## config.mk

```make
export PLATFORM = sky130hd
export DESIGN_NAME = mem_arbiter_rr_flat
export DESIGN_NICKNAME = d
export VERILOG_FILES = /design/src/rtl/brisc_pkg.sv /design/src/rtl/mem_arbiter_rr_if.sv /design/src/rtl/rr_picker.sv /design/src/rtl/mem_arbiter_rr.sv /design/src/flat_wrapper.sv
export SDC_FILE = /design/constraint.sdc
export NUM_CORES = 1
export LEC_CHECK = 0
export ABC_AREA = 1
export CORE_AREA = 2 2 179 181
export CTS_CLUSTER_SIZE = 14
export DETAILED_ROUTE_END_ITERATION = 10
export DIE_AREA = 0 0 181 183
export GPL_ROUTABILITY_DRIVEN = 0
export HOLD_SLACK_MARGIN = 0.08
export PLACE_DENSITY = 0.44
export SLEW_MARGIN = 20
export SYNTH_ARGS = -nofsm -noshare
export SYNTH_HDL_FRONTEND = slang
export SYNTH_SLANG_ARGS = --single-unit
```

## constraint.sdc

```tcl
create_clock -name clk -period 1.4 [get_ports clk]
set_input_delay 0.14 -clock clk [delete_from_list [all_inputs] [get_ports clk]]
set_output_delay 0.14 -clock clk [all_outputs]
set_load 0.005 [all_outputs]
```

## src/rtl/brisc_pkg.sv

```systemverilog
// Shared types and defaults for the unified memory port arbiter.
package brisc_pkg;

    typedef enum logic {
        ARB_IDLE = 1'b0,
        ARB_WAIT = 1'b1
    } arb_state_e;

    localparam int ARB_TIMEOUT_DEFAULT = 255;

    // Index reached by stepping 'offset' places past 'base' around a ring of n slots.
    function automatic int wrap_index(input int base, input int offset, input int n);
        return (base + offset) % n;
    endfunction

endpackage

```

## src/rtl/mem_arbiter_rr_if.sv

```systemverilog
// Requester-side and memory-side bus of the arbiter; slave is the arbiter's view.
interface mem_arbiter_rr_if #(
    parameter int N_REQ  = 2,
    parameter int ADDR_W = 32,
    parameter int DATA_W = 32,
    parameter int LINE_W = 128
);

    logic [N_REQ-1:0]        req_i;
    logic [N_REQ-1:0]        store_i;
    logic [N_REQ-1:0]        word_i;
    logic [N_REQ*ADDR_W-1:0] addr_i;
    logic [N_REQ*DATA_W-1:0] data_i;
    logic [N_REQ-1:0]        grant_o;
    logic [N_REQ-1:0]        resp_valid_o;
    logic [LINE_W-1:0]       fill_data_o;
    logic                    mem_req_o;
    logic                    mem_store_o;
    logic                    mem_word_o;
    logic [ADDR_W-1:0]       mem_addr_o;
    logic [DATA_W-1:0]       mem_data_o;
    logic                    mem_valid_i;
    logic [LINE_W-1:0]       mem_fill_i;
    logic                    timeout_err_o;
    logic                    spurious_err_o;

    modport slave (
        input  req_i, store_i, word_i, addr_i, data_i, mem_valid_i, mem_fill_i,
        output grant_o, resp_valid_o, fill_data_o, mem_req_o, mem_store_o,
        output mem_word_o, mem_addr_o, mem_data_o, timeout_err_o, spurious_err_o
    );

    modport master (
        output req_i, store_i, word_i, addr_i, data_i, mem_valid_i, mem_fill_i,
        input  grant_o, resp_valid_o, fill_data_o, mem_req_o, mem_store_o,
        input  mem_word_o, mem_addr_o, mem_data_o, timeout_err_o, spurious_err_o
    );

endinterface

```

## src/rtl/rr_picker.sv

```systemverilog
// Combinational winner selection: rotate the request vector to start at ptr (or at 0
// when round-robin is off) and take the first set bit.
module rr_picker
    import brisc_pkg::*;
#(
    parameter int N     = 2,
    parameter int IDX_W = $clog2(N)
) (
    input  logic [N-1:0]     req,
    input  logic [IDX_W-1:0] ptr,
    input  logic             rr_en,
    output logic [N-1:0]     grant,
    output logic [IDX_W-1:0] idx
);

    int               cand;
    logic [IDX_W-1:0] cand_idx;
    logic             found;

    always_comb begin
        grant    = '0;
        idx      = '0;
        found    = 1'b0;
        cand     = 0;
        cand_idx = '0;
        for (int k = 0; k < N; k++) begin
            cand     = rr_en ? wrap_index(int'(ptr), k, N) : k;
            cand_idx = IDX_W'(cand);
            if (!found && req[cand_idx]) begin
                found           = 1'b1;
                grant[cand_idx] = 1'b1;
                idx             = cand_idx;
            end
        end
    end

endmodule

```

## src/rtl/mem_arbiter_rr.sv

```systemverilog
// N-requester arbiter for the unified memory port: one transaction in flight, grant held
// until the memory responds or the watchdog gives up.
module mem_arbiter_rr
    import brisc_pkg::*;
#(
    parameter int N_REQ   = 2,
    parameter int ADDR_W  = 32,
    parameter int DATA_W  = 32,
    parameter int LINE_W  = 128,
    parameter int RR_EN   = 1,
    parameter int TIMEOUT = ARB_TIMEOUT_DEFAULT
) (
    input logic             clk,
    input logic             reset,
    mem_arbiter_rr_if.slave bus
);

    localparam int               IDX_W    = $clog2(N_REQ);
    localparam int               WD_W     = $clog2(TIMEOUT + 1);
    localparam logic [WD_W-1:0]  WD_LAST  = WD_W'(TIMEOUT - 1);
    localparam logic [IDX_W-1:0] LAST_IDX = IDX_W'(N_REQ - 1);

    arb_state_e        state_q, state_d;
    logic [IDX_W-1:0]  owner_q, ptr_q, pick_idx;
    logic [N_REQ-1:0]  owner_oh_q, pick_oh, resp_valid;
    logic [WD_W-1:0]   wd_q;
    logic              store_q, word_q;
    logic [ADDR_W-1:0] addr_q;
    logic [DATA_W-1:0] data_q;
    logic              timeout_err_q, spurious_err_q;
    logic              done, timed_out;

    rr_picker #(.N(N_REQ)) u_picker (
        .req   (bus.req_i),
        .ptr   (ptr_q),
        .rr_en (RR_EN != 0),
        .grant (pick_oh),
        .idx   (pick_idx)
    );

    always_ff @(posedge clk or negedge reset) begin
        if (!reset) state_q <= ARB_IDLE;
        else        state_q <= state_d;
    end

    // A response on the last watchdog cycle still counts as a normal completion.
    always_comb begin
        state_d    = state_q;
        done       = 1'b0;
        timed_out  = 1'b0;
        resp_valid = '0;
        case (state_q)
            ARB_IDLE: begin
                if (|bus.req_i) state_d = ARB_WAIT;
            end
            ARB_WAIT: begin
                if (bus.mem_valid_i) begin
                    resp_valid = owner_oh_q;
                    done       = 1'b1;
                    state_d    = ARB_IDLE;
                end else if (wd_q == WD_LAST) begin
                    timed_out = 1'b1;
                    state_d   = ARB_IDLE;
                end
            end
            default: state_d = ARB_IDLE;
        endcase
    end

    always_ff @(posedge clk or negedge reset) begin
        if (!reset) begin
            owner_q        <= '0;
            owner_oh_q     <= '0;
            ptr_q          <= '0;
            wd_q           <= '0;
            store_q        <= 1'b0;
            word_q         <= 1'b0;
            addr_q         <= '0;
            data_q         <= '0;
            timeout_err_q  <= 1'b0;
            spurious_err_q <= 1'b0;
        end else begin
            wd_q <= (state_q == ARB_WAIT) ? wd_q + 1'b1 : '0;
            if (state_q == ARB_IDLE && |bus.req_i) begin
                owner_q    <= pick_idx;
                owner_oh_q <= pick_oh;
                store_q    <= bus.store_i[pick_idx];
                word_q     <= bus.word_i[pick_idx];
                addr_q     <= bus.addr_i[int'(pick_idx)*ADDR_W +: ADDR_W];
                data_q     <= bus.data_i[int'(pick_idx)*DATA_W +: DATA_W];
            end
            // An abandoned transaction still moves the pointer so the stuck port cannot hog memory.
            if ((done || timed_out) && RR_EN != 0)
                ptr_q <= (owner_q == LAST_IDX) ? '0 : owner_q + 1'b1;
            if (timed_out) timeout_err_q <= 1'b1;
            if (state_q == ARB_IDLE && bus.mem_valid_i) spurious_err_q <= 1'b1;
        end
    end

    assign bus.grant_o        = (state_q == ARB_WAIT) ? owner_oh_q : '0;
    assign bus.resp_valid_o   = resp_valid;
    assign bus.fill_data_o    = bus.mem_fill_i[LINE_W-1:0];
    assign bus.mem_req_o      = (state_q == ARB_WAIT);
    assign bus.mem_store_o    = store_q;
    assign bus.mem_word_o     = word_q;
    assign bus.mem_addr_o     = addr_q;
    assign bus.mem_data_o     = data_q;
    assign bus.timeout_err_o  = timeout_err_q;
    assign bus.spurious_err_o = spurious_err_q;

endmodule
```

## src/flat_wrapper.sv

```systemverilog
// flat-port wrapper written by rule: the top's interface ports become plain ports
module mem_arbiter_rr_flat import brisc_pkg::*;
#(
    parameter int N_REQ   = 2,
    parameter int ADDR_W  = 32,
    parameter int DATA_W  = 32,
    parameter int LINE_W  = 128,
    parameter int RR_EN   = 1,
    parameter int TIMEOUT = ARB_TIMEOUT_DEFAULT
)
  (clk, reset, bus_req_i, bus_store_i, bus_word_i, bus_addr_i, bus_data_i, bus_mem_valid_i, bus_mem_fill_i, bus_grant_o, bus_resp_valid_o, bus_fill_data_o, bus_mem_req_o, bus_mem_store_o, bus_mem_word_o, bus_mem_addr_o, bus_mem_data_o, bus_timeout_err_o, bus_spurious_err_o);
  mem_arbiter_rr_if #(.N_REQ(N_REQ), .ADDR_W(ADDR_W), .DATA_W(DATA_W), .LINE_W(LINE_W)) bus_i ();
  input logic clk;
  input logic reset;
  input wire logic [$bits(bus_i.req_i)-1:0] bus_req_i;
  input wire logic [$bits(bus_i.store_i)-1:0] bus_store_i;
  input wire logic [$bits(bus_i.word_i)-1:0] bus_word_i;
  input wire logic [$bits(bus_i.addr_i)-1:0] bus_addr_i;
  input wire logic [$bits(bus_i.data_i)-1:0] bus_data_i;
  input wire logic [$bits(bus_i.mem_valid_i)-1:0] bus_mem_valid_i;
  input wire logic [$bits(bus_i.mem_fill_i)-1:0] bus_mem_fill_i;
  output wire logic [$bits(bus_i.grant_o)-1:0] bus_grant_o;
  output wire logic [$bits(bus_i.resp_valid_o)-1:0] bus_resp_valid_o;
  output wire logic [$bits(bus_i.fill_data_o)-1:0] bus_fill_data_o;
  output wire logic [$bits(bus_i.mem_req_o)-1:0] bus_mem_req_o;
  output wire logic [$bits(bus_i.mem_store_o)-1:0] bus_mem_store_o;
  output wire logic [$bits(bus_i.mem_word_o)-1:0] bus_mem_word_o;
  output wire logic [$bits(bus_i.mem_addr_o)-1:0] bus_mem_addr_o;
  output wire logic [$bits(bus_i.mem_data_o)-1:0] bus_mem_data_o;
  output wire logic [$bits(bus_i.timeout_err_o)-1:0] bus_timeout_err_o;
  output wire logic [$bits(bus_i.spurious_err_o)-1:0] bus_spurious_err_o;
  assign bus_i.req_i = bus_req_i;
  assign bus_i.store_i = bus_store_i;
  assign bus_i.word_i = bus_word_i;
  assign bus_i.addr_i = bus_addr_i;
  assign bus_i.data_i = bus_data_i;
  assign bus_i.mem_valid_i = bus_mem_valid_i;
  assign bus_i.mem_fill_i = bus_mem_fill_i;
  assign bus_grant_o = bus_i.grant_o;
  assign bus_resp_valid_o = bus_i.resp_valid_o;
  assign bus_fill_data_o = bus_i.fill_data_o;
  assign bus_mem_req_o = bus_i.mem_req_o;
  assign bus_mem_store_o = bus_i.mem_store_o;
  assign bus_mem_word_o = bus_i.mem_word_o;
  assign bus_mem_addr_o = bus_i.mem_addr_o;
  assign bus_mem_data_o = bus_i.mem_data_o;
  assign bus_timeout_err_o = bus_i.timeout_err_o;
  assign bus_spurious_err_o = bus_i.spurious_err_o;
  mem_arbiter_rr #(.N_REQ(N_REQ), .ADDR_W(ADDR_W), .DATA_W(DATA_W), .LINE_W(LINE_W), .RR_EN(RR_EN), .TIMEOUT(TIMEOUT)) u_core (.clk(clk), .reset(reset), .bus(bus_i));
endmodule
```

Word level (Yosys, flattened, before mapping)
Cells that the tools add are included.
{ "totals": {"ff_bits": 81, "inputBits": 265, "output_inout_bits": 201, "word_cells": 63} }
{ "classes": {"add_sub_neg": 3, "magnitude_cmp": 5, "n_eq_ne": 1, "shifts": 2, "muxes": 31, "bitwise": 2, "n_reduce_logical": 8} }
{ "op_table": {"columns": ["op", "n"], "rows": [
  ["indexed part select 64 x 7 -> 32 bit", 2],
  ["two-way mux 1 bit", 22],
  ["two-way mux 2 bit", 5],
  ["adder 8 x 1 -> 8 bit, second input constant", 1],
  ["== test 8 bit, second input constant", 1],
  ["two-way mux 8 bit", 1],
  ["less-than comparator 1 x 2 -> 1 bit, second input constant", 3],
  ["logical AND 1 bit", 5],
  ["adder 1 bit, second input constant", 2],
  ["demux 1 bit (select 1 bit)", 2],
  ["greater-or-equal comparator 1 bit, second input constant", 2],
  ["OR 2 bit", 1],
  ["case mux 1 bit (2 select lines)", 1],
  ["OR reduction 2 bit", 1],
  ["zero test 1 bit", 1],
  ["logical OR 1 bit", 1],
  ["NOT 1 bit", 1]
]} }

Depth between registers and ports, before layout
Gate-level depths: netlist (run 1).
{ "logic_depth": {"word_depth": 8, "mapped_depth": 8} }

Cells and area by module
A second synthesis (run 1) with hierarchy kept.
{ "unflattened": {"hier_cells": 581, "hier_area_um2": 5063.6} }
{ "modules_own_cells": {"columns": ["module", "instances", "cells_per_inst", "area_per_inst_um2", "seq_area_each_um2"], "rows": [
  ["mem_arbiter_rr", 1, 575, 5037.3, 2026.9],
  ["rr_picker", 1, 6, 26.3, 0.0]
]} }

Worst setup path after synthesis (run 1)
Ideal clock, no wire load.
{ "synth_timing": {"kind": "register -> register", "startpoint": "register u_core.state_q (netlist: u_core.bus.mem_req_o)", "endpoint": "register u_core.data_q[12] (netlist: u_core.bus.mem_data_o[12])", "setup_time_ns": 0.126, "arrival_time_ns": 1.153, "slack_ns": 0.121, "stages_incl_launch_ff": 8, "period_less_slack_ns": 1.279, "path_cell_list": "dfrtp_1 buf_4 inv_4 nand2_2 buf_2 buf_2 nand3_1 o21ai_0"} }
{ "synth_via": {"elab_chain_len": 2} }
{ "synth_lines": {"columns": ["item", "line_no", "text"], "rows": [
  ["start: declaration", "mem_arbiter_rr.sv:23", "arb_state_e state_q, state_d;"],
  ["start signal: assignment", "mem_arbiter_rr.sv:43", "else state_q <= state_d;"],
  ["NOT 1 bit", "mem_arbiter_rr.sv:84", "if (state_q == ARB_IDLE && |bus.req_i) begin"],
  ["logical AND 1 bit", "mem_arbiter_rr.sv:84", null],
  ["end signal: assignment", "mem_arbiter_rr.sv:90", "data_q <= bus.data_i[int'(pick_idx)*DATA_W +: DATA_W];"],
  ["end: declaration", "mem_arbiter_rr.sv:29", "logic [DATA_W-1:0] data_q;"]
]} }
Every way passes these cells.
A chain may end at the register's enable or synchronous reset.

Worst setup path after layout (run 1)
{ "layout_timing": {"startpoint": "register u_core.state_q (netlist: u_core.bus.mem_req_o)", "endpoint": "output port bus_resp_valid_o[1]"} }
{ "layout_via": {"elab_chain_len": 1} }
{ "layout_lines": {"columns": ["item", "line_no", "text"], "rows": [
  ["two-way mux 2 bit", "mem_arbiter_rr.sv:52", "case (state_q)"],
  ["end: declaration", "flat_wrapper.sv:23", "output wire logic [$bits(bus_i.resp_valid_o)-1:0] bus_resp_valid_o;"]
]} }
Every way passes these cells.

==> results.cfg, run 1 <==
[worst_hold_path]
hold_class = in2out
hold_path_depth = 0
whs_endpoint = bus_fill_data_o[103]
worstHoldStart = bus_mem_fill_i[103]

[global_route]
grt_first_pass_wirelength_mm = 26.6
grt_use_total_pct = 10.6
antenna_found_initial = 0
gr-total-overflow = 0
grt_max_degree = 82
grt_pass1_vias = 4579

[clocking]
root_buffer = clkbuf_16
cts_max_path_buffers = 2
cts_tree = yes
path_clk_slew_ns = 0.07
h-tree-depth = 3
cts_num_sinks = 81
clock_latency_ns = 0.35
cts_inserted_buffers = 9

[timing]
worstMarginPinSlew_ns = 0.507
finalSetupViolCount = 0
rsz0062_at_grt = true
period_share_pct = 98.6
finalHoldViolCount = 0
max_freq_mhz = 724
slew_headroom_pct = 66.2
slew_violations = 0
fin_setup_tns_ns = 0
period_minus_slack_ns = 1.38
skew_ns = 0.00633

[power_and_ir_drop]
seq_power_share_pct = 32.0
switchingPower_mw = 4.31
power.density_nw_per_um2 = 1590
clkPwrFrac_pct = 19.2
switching_share_pct = 35.2
power_leakage_nw = 3.90
p_comb_share_pct = 48.8
ir_worst_vdd_mv = 0.522
internal_power_mw = 7.95

[critical_path]
cp.required_ns = 1.26
r2r_slack_ns = 0.05
end_kind = output port
crit_path_start_kind = flip-flop
reg2reg_from = u_core.bus.mem_req_o
r2r_end = u_core.bus.mem_data_o[17]
reg2reg_depth = 7
critPathLaunch = u_core.bus.mem_req_o
crit_type = reg2out
cp_max_fo = 4
arrival_ns = 1.24

[detailed_routing]
vias_per_cell = 3.85
antenna_left = 0
drt_iter0_markers = 250
vias = 4712
wl_met2_mm = 9.70
top_layer = met4
wl_met3_mm = 1.57
drt-pass1-iter-count = 4
wl_per_cell_um = 16.1
drt-total-wl_mm = 19.7
drcViolationCount = 0
met1_length_mm = 7.65

[cells_and_area]
final_nets = 1084
drive_gt1_share_pct = 10.8
fin_cells = 1224
synthToLayoutAreaGrowth_pct = 49.6
antennaDiodeCount = 0
fin_area_um2 = 7730
fillers = 3447

[floorplanning]
fp.dieH_um = 183
die_x_um = 181
std_cell_rows = 65
start_util_pct = 16.6
dieArea_um2 = 33100
core_um2 = 31200
num_io_pins = 466

[yosys]
synthDistinctLibCells = 17
synthCells = 716
ys.warnings.count = 0
synth_area_um2 = 5170
syn_nets = 983
syn_area_per_cell_um2 = 7.22
synth-seq-area-share_pct = 39.2
ys_seq_elements = 81

[outcome]
outcome = finished, final reports clean

[placed_design]
dp_hpwl_mm = 12.7
place_area_um2 = 6980
portBuffers = 209
dp.cells = 1194

[job]
drv_cap = 0
==> through the flow <==
stage                     power (mW)  utilization (%)  setup slack [ns]  hold WS (ns)
after floorplan                 6.31                -             0.121        -0.156
after global placement          9.54             22.4            -0.208         0.224
after detailed placement        9.51             22.4            -0.212         0.223
after CTS                       12.0             23.4           -0.0261         0.280
after global routing            13.3             24.8           -0.0388         0.280
final                           12.3             24.8            0.0191         0.280
==> power by group through the flow <==
stage	Sequential [mW]	Combinational, mW	Clock (mW)
final	3.93	5.98	2.35
after floorplan	4.01	2.29	0
after CTS	3.96	5.56	2.47
after global placement	3.99	5.55	0
after global routing	4.08	6.60	2.58
after detailed placement	3.96	5.56	0
==> flip-flops by register name, summed over array words and instances (netlist names) <==
| signal | count |
|---|---|
| u_core.owner_q | 1 |
| u_core.bus.mem_store_o | 1 |
| u_core.ptr_q | 1 |
| u_core.owner_oh_q | 2 |
| u_core.bus.mem_req_o | 1 |
| u_core.bus.mem_word_o | 1 |
| u_core.bus.mem_addr_o | 32 |
| u_core.bus.timeout_err_o | 1 |
| u_core.bus.spurious_err_o | 1 |
| u_core.bus.mem_data_o | 32 |
| u_core.wd_q | 8 |
==> layout by cell type (no fill, tap or decap), drive strengths merged, types with 2 or more instances in the layout <==
cell type,Yosys,routed
buf,152,39
nor2,80,80
a21oi,4,4
dfrtp,81,81
nand2,158,159
clkdlybuf4s50,0,155
dlygate4sd2,0,12
clkbuf,12,21
o21ai,71,71
ha,2,2
nand3,75,75
dlymetal6s2s,0,37
clkinvlp,0,3
inv,80,80
==> synthesized netlist by cell type <==
| library cell | n | area [um^2] |
|---|---|---|
| nand2_1 | 154 | 578 |
| a21oi_1 | 4 | 20.0 |
| clkbuf_1 | 12 | 45.0 |
| buf_1 | 2 | 7.51 |
| buf_4 | 132 | 991 |
| buf_6 | 3 | 33.8 |
| nor2_1 | 80 | 300 |
| nand2_2 | 4 | 25.0 |
| dfrtp_1 | 81 | 2030 |
| nand3_1 | 75 | 375 |
| buf_2 | 15 | 75.1 |
| o21ai_1 | 20 | 100 |
| inv_4 | 1 | 6.26 |
| inv_1 | 79 | 297 |
| o21ai_0 | 51 | 255 |
| o21bai_1 | 1 | 7.51 |
| ha_1 | 2 | 25.0 |
==> what timing repair did <==
action | in CTS | in global routing
endpoints found under the setup margin | 21 | 98
gates cloned | 1 | 9
pin swaps | 0 | 6
buffers inserted | 2 | 1
hold buffers | 1 | 0
endpoints found under the hold margin | 81 | 0
resized for setup | 28 | 102
==> worst max-delay path, stage by stage (launching register included) <==
cell and delay (ns):
dfrtp_1 0.42, buf_12 0.14, buf_6 0.11, nand2_4 0.05
nor2_2 0.04, buf_2 0.13
==> cell families (layout without fill, tap and decap cells) <==
kind of cell / count (synthesis) / after routing / share of synthesized area (%)
simple gates: 313 / 314 / 24.7
buf+inv: 244 / 349 / 28.2
flops: 81 / 81 / 39.2
compound gates: 76 / 76 / 7.41
fa+ha+maj: 2 / 2 / 0.484
==> cell type report <==
cell class              instances  area, um^2  share of cell area, %
flip-flops and latches         81        2030                   26.2
well taps                     402         503                   6.51
multi-input cells             392        1830                   23.7
inverters                      80         308                   3.98
clock inverters                 4        27.5                  0.356
repair buffers                253        2780                   35.9
clock buffers                  12         256                   3.32
==> metal layers <==
| metal | track usage (%) | vias up |
|---|---|---|
| li1 | - | 2274 |
| met1 | 11.1 | 2163 |
| met2 | 18.4 | 215 |
| met3 | 3.89 | 60 |
| met4 | 6.05 | 0 |
| met5 | 0 | - |
==> how the worst max path moves through the flow <==
| stage | end | depth (start not counted) | slack (ns) |
|---|---|---|---|
| after floorplan | u_core.bus.mem_data_o[12] | 7 | 0.12 |
| after global placement | bus_resp_valid_o[1] | 4 | -0.21 |
| after detailed placement | bus_resp_valid_o[1] | 4 | -0.21 |
| after CTS | u_core.bus.mem_addr_o[22] | 7 | -0.03 |
| after global routing | bus_resp_valid_o[1] | 5 | -0.04 |
| final | bus_resp_valid_o[1] | 5 | 0.02 |
No activity file was read; power rests on OpenSTA's default activity.
==> run 2: changes to the inputs <==
- ABC_CLOCK_PERIOD_IN_PS: unset -> 1400
- CAP_MARGIN: unset -> 20
==> results of run 2 <==
No change in the layout: final DEF, timing and power equal those of run 1.
